**src/rtl/sub_borrow_serial.sv**
```systemverilog
// sub_borrow_serial: bit-serial subtractor, diff = a - b, LSB first,
// one bit per clock, with start/ready/done_tick handshake and
// borrow, signed-overflow and zero flags.
module sub_borrow_serial #(
    parameter int N = 4
) (
    input  logic         clk,
    input  logic         reset,
    input  logic         start,
    input  logic [N-1:0] a,
    input  logic [N-1:0] b,
    output logic         ready,
    output logic         done_tick,
    output logic [N-1:0] diff,
    output logic         bout,
    output logic         ovf,
    output logic         zero
);

    localparam int CW = $clog2(N);

    typedef enum logic [1:0] {
        IDLE,
        OP,
        DONE
    } state_t;

    state_t        state_q, state_d;
    logic [N-1:0]  a_q, a_d;
    logic [N-1:0]  b_q, b_d;
    // Only the first N-1 result bits need storage; the last bit is
    // appended directly when the final diff is loaded.
    logic [N-2:0]  res_q, res_d;
    logic          br_q, br_d;
    logic [CW-1:0] cnt_q, cnt_d;
    logic          as_q, as_d;
    logic          bs_q, bs_d;
    logic [N-1:0]  diff_q, diff_d;
    logic          bout_q, bout_d;
    logic          ovf_q, ovf_d;
    logic          zero_q, zero_d;

    logic          d_bit;
    logic          br_next;
    logic [N-1:0]  res_w;

    // State and datapath registers with synchronous reset.
    always_ff @(posedge clk) begin
        if (reset) begin
            state_q <= IDLE;
            a_q     <= '0;
            b_q     <= '0;
            res_q   <= '0;
            br_q    <= 1'b0;
            cnt_q   <= '0;
            as_q    <= 1'b0;
            bs_q    <= 1'b0;
            diff_q  <= '0;
            bout_q  <= 1'b0;
            ovf_q   <= 1'b0;
            zero_q  <= 1'b0;
        end else begin
            state_q <= state_d;
            a_q     <= a_d;
            b_q     <= b_d;
            res_q   <= res_d;
            br_q    <= br_d;
            cnt_q   <= cnt_d;
            as_q    <= as_d;
            bs_q    <= bs_d;
            diff_q  <= diff_d;
            bout_q  <= bout_d;
            ovf_q   <= ovf_d;
            zero_q  <= zero_d;
        end
    end

    // Next-state logic: capture in IDLE, one subtract bit per OP cycle,
    // results and flags loaded on the final-bit edge.
    always_comb begin
        state_d = state_q;
        a_d     = a_q;
        b_d     = b_q;
        res_d   = res_q;
        br_d    = br_q;
        cnt_d   = cnt_q;
        as_d    = as_q;
        bs_d    = bs_q;
        diff_d  = diff_q;
        bout_d  = bout_q;
        ovf_d   = ovf_q;
        zero_d  = zero_q;

        d_bit   = a_q[0] ^ b_q[0] ^ br_q;
        br_next = (~a_q[0] & b_q[0]) | (~(a_q[0] ^ b_q[0]) & br_q);
        res_w   = {d_bit, res_q};

        unique case (state_q)
            IDLE: begin
                if (start) begin
                    a_d     = a;
                    b_d     = b;
                    as_d    = a[N-1];
                    bs_d    = b[N-1];
                    br_d    = 1'b0;
                    cnt_d   = '0;
                    state_d = OP;
                end
            end
            OP: begin
                br_d  = br_next;
                res_d = res_w[N-1:1];
                a_d   = a_q >> 1;
                b_d   = b_q >> 1;
                cnt_d = cnt_q + 1'b1;
                if (cnt_q == CW'(N - 1)) begin
                    state_d = DONE;
                    diff_d  = res_w;
                    bout_d  = br_next;
                    ovf_d   = (as_q != bs_q) && (d_bit != as_q);
                    zero_d  = (res_w == '0);
                end
            end
            DONE: begin
                state_d = IDLE;
            end
            default: begin
                state_d = IDLE;
            end
        endcase
    end

    assign ready     = (state_q == IDLE);
    assign done_tick = (state_q == DONE);
    assign diff      = diff_q;
    assign bout      = bout_q;
    assign ovf       = ovf_q;
    assign zero      = zero_q;

endmodule
```
**config.mk**
```make
export PLATFORM = sky130hd
export DESIGN_NAME = sub_borrow_serial
export DESIGN_NICKNAME = d
export VERILOG_FILES = /design/src/rtl/sub_borrow_serial.sv
export SDC_FILE = /design/constraint.sdc
export NUM_CORES = 1
export LEC_CHECK = 0
export BUFFER_PORTS_ARGS = -buffer_cell sky130_fd_sc_hd__buf_2
export CAP_MARGIN = 10
export CORE_MARGIN = 10
export CORE_UTILIZATION = 45
export CTS_CLUSTER_DIAMETER = 40
export DETAILED_ROUTE_END_ITERATION = 8
export PLACE_DENSITY = 0.64
export SLEW_MARGIN = 20
export SYNTH_ARGS = -nofsm -noshare
export SYNTH_HDL_FRONTEND = slang
export SYNTH_SLANG_ARGS = --single-unit
```
**constraint.sdc**
```tcl
create_clock -name clk -period 2.71 [get_ports clk]
set_input_delay 0.4065 -clock clk [delete_from_list [all_inputs] [get_ports clk]]
set_output_delay 0.4065 -clock clk [all_outputs]
set_load 0.03 [all_outputs]
```
==> impl_metrics.ini <==
[setup_path]
critPathLaunchType = flip-flop
slowest_stage = dfxtp_1
crit_path_max_incr_delay_ps = 800
worst_ep_arrival_time_ps = 1410
critPathRequiredTime_ps = 2300
worst_setup_path_end_kind = output port
worstPathCellList = nor2b_1, buf_2
worst-setup-path-type = flip-flop to output port
cp_max_fo = 15
reg2reg_depth = 3

[global_route]
grt_overflow_total = 0
first_pass_grt_wire_length_um = 3630
number_of_global_route_vias_before_repair = 799
globalRouteTotalUtil = 0.0866
grt_antenna_before_repair = 0
grt_start_max_net_pins = 26

[sta]
worst_clock_skew_ps = 9.72
report.final.hold_viol_count = 0
slew_violations = 0
rsz0062_at_grt = false
actual_transition_at_the_worst_max_transition_pin_ps = 706
period_needed_ps = 1820
setup_viol = 0
max_freq_ghz = 0.551
timing.final.crit_share = 0.670
relSlewSlack = 0.528
setup_total_negative_slack_ps = 0

[cells_and_area]
final_core_utilization = 0.502
layout_cells_sized_above_1 = 0.310
instances_no_fill = 156
area.growth.synth_to_final_pct = 8.56
n_fill_cell = 258
finalNetCount = 140
ff_latch_area_um2 = 500
multi_input_area_um2 = 546
antenna-diode-count = 0

[floorplanning]
floorplan.rows = 18
num_io_pins = 20
core_area_um2 = 2430
die-width_um = 70.0
fp.dieArea_um2 = 4900
floorplan.initialDensity = 0.462
die-height_um = 70.0

[place]
place.detailed.hpwl_um = 1550
dp_cells = 152
finalWeightedCongestion = 0.698
port_buf_inserts = 19

[synth]
synth-seq-area-share = 0.445
postSynthRegisterBits = 25
netlist_area_pre_place_um2 = 1120
synth.lib_cells_used.distinct = 24
yosysWarningCount = 0
synth_cells = 110
mean_instance_size_in_the_synthesized_netlist_um2 = 10.2
synthesis.nets = 123

[cts]
clock_buffers_created_by_tritoncts = 3
postCtsResizedCells = 0
clock_tree_from_tritoncts = built
clk_path_buf_depth = 2
htree_num_levels = 1
post_cts_setup_repair_buffer_count = 0
cts_hold_buf = 0
worst_setup_hold_path_clk_slew_ps = 140
clock_sink_count = 25
clock_latency_of_the_later_clocked_register_in_the_worst_skew_pair_ps = 310
cts_root_buf = clkbuf_4

[power]
powerDensity_nw_per_um2 = 533
worst_ir_drop_vdd_mv = 0.258
power_report.internal_total_mw = 0.481
clockPowerShare = 0.249
switching_share = 0.261
power.switching_mw = 0.170
pwr-share-comb = 0.134
power.share.sequential = 0.617
p_leak_nw = 0.501

[routing]
drt-pass1-iter-count = 4
drt-vias-per-instance = 4.95
total_number_of_vias = 772
drt-initial-drc-count = 32
detailed_routed_wire_length_on_met2_um = 982
drt_drc_violations_left = 0
detailroute.wirelength.met3_um = 92
route.layer.met1.wl_um = 956
top_layer = met4
detail_route.wirelength_um = 2050
final_antenna_net_count = 0
drt-wirelength-per-cell_um = 13.1

[worst_hold_path]
hold_depth = 3
timing.hold.worst.class = input pin to flip-flop

[status]
outcome = complete, no violations

[run]
maxCapViolations = 0
-- logic make-up after synthesis --
| family | Yosys count | share of synthesized area |
|---|---|---|
| compound gates | 20 | 0.167 |
| fa+ha+maj | 2 | 0.0289 |
| buf+inv | 11 | 0.0701 |
| flops | 25 | 0.445 |
| mux | 13 | 0.116 |
| simple gates | 39 | 0.174 |
-- routing by layer --
| layer | vias to the layer above | global-route usage |
|---|---|---|
| met1 | 355 | 0.103 |
| met5 | - | 0 |
| met3 | 2 | 0.0282 |
| li1 | 406 | - |
| met4 | 0 | 0.0329 |
| met2 | 9 | 0.140 |
-- placed cells by master (no fill, tap or decap) --
master,synthesis,layout
and3b_1,1,1
a22oi_1,4,4
buf_2,2,19
nor2_1,16,16
nor3b_4,1,1
nor3_1,1,1
clkinv_2,0,1
clkbuf_4,0,3
a211oi_2,8,8
a21oi_1,6,6
o21bai_2,1,1
fa_1,1,1
nand2_1,10,10
nor2b_1,2,2
dfxtp_1,25,25
o21ba_4,1,1
nand3b_1,2,2
nor4_1,1,1
inv_1,4,4
mux2i_1,13,13
ha_1,1,1
nor2_2,5,5
-- power by group through the flow --
| stage | sequential (mW) | combinational, mW | clock (mW) |
|---|---|---|---|
| finish | 0.401 | 0.0872 | 0.162 |
| global route | 0.405 | 0.0993 | 0.184 |
| CTS | 0.402 | 0.0887 | 0.169 |
| detailed placement | 0.410 | 0.0886 | 0 |
| global placement | 0.409 | 0.0868 | 0 |
| floorplan | 0.403 | 0.0808 | 0 |
-- cell type report --
type | instances | share of cell area
Clock buffer | 3 | 0.0184
Clock inverter | 1 | 0.00410
Inverter | 4 | 0.0123
Multi-Input combinational cell | 74 | 0.447
Sequential cell | 25 | 0.410
Tap cell | 30 | 0.0307
Timing Repair Buffer | 19 | 0.0779
-- worst paths after layout --
path | endpoint | slack (ps) | startpoint
max | done_tick | 890 | state_q[0]
min | bs_q | 370 | b[3]
max reg2reg | res_q[0] | 940 | state_q[0]
min reg2reg | zero | 460 | zero
-- registers in the layout (all words and copies together) (netlist names) --
name and cells:
state_q 2, bout 1, br_q 1, as_q 1, zero 1, bs_q 1, cnt_q 2, ovf 1
a_q 4, diff 4, res_q 3, b_q 4
-- metrics by stage --
stage	setup slack (ps)	power [mW]	instance area [µm²]	hold slack (ps)
after global routing	778	0.687	1220	385
after floorplan	1310	0.484	1120	444
after global placement	1040	0.496	1190	438
final	894	0.651	1220	366
after CTS	865	0.659	1220	364
after detailed placement	928	0.498	1190	441
-- critical path: cells and delay by family (launching register included) --
family | cells | cell delay [ps]
DFF | 1 | 800
buffers and inverters | 1 | 200
and+or+nand+nor | 1 | 90
-- Yosys cell counts --
master    count  area share
buf_2         2      0.0089
o21bai_2      1       0.010
clkbuf_1      1      0.0033
nand3b_1      2       0.013
ha_1          1       0.011
nor2b_1       2       0.011
buf_6         2       0.020
a22oi_1       4       0.027
fa_1          1       0.018
nand2_1      10       0.033
buf_12        1       0.018
buf_4         1      0.0067
o21ba_4       1       0.014
and3b_1       1      0.0078
a211oi_2      8       0.089
nor2_1       16       0.053
nor2_2        5       0.028
nor3_1        1      0.0044
dfxtp_1      25        0.44
mux2i_1      13        0.12
nor3b_4       1       0.017
inv_1         4       0.013
nor4_1        1      0.0056
a21oi_1       6       0.027
Power figures use the tool's default switching activity.
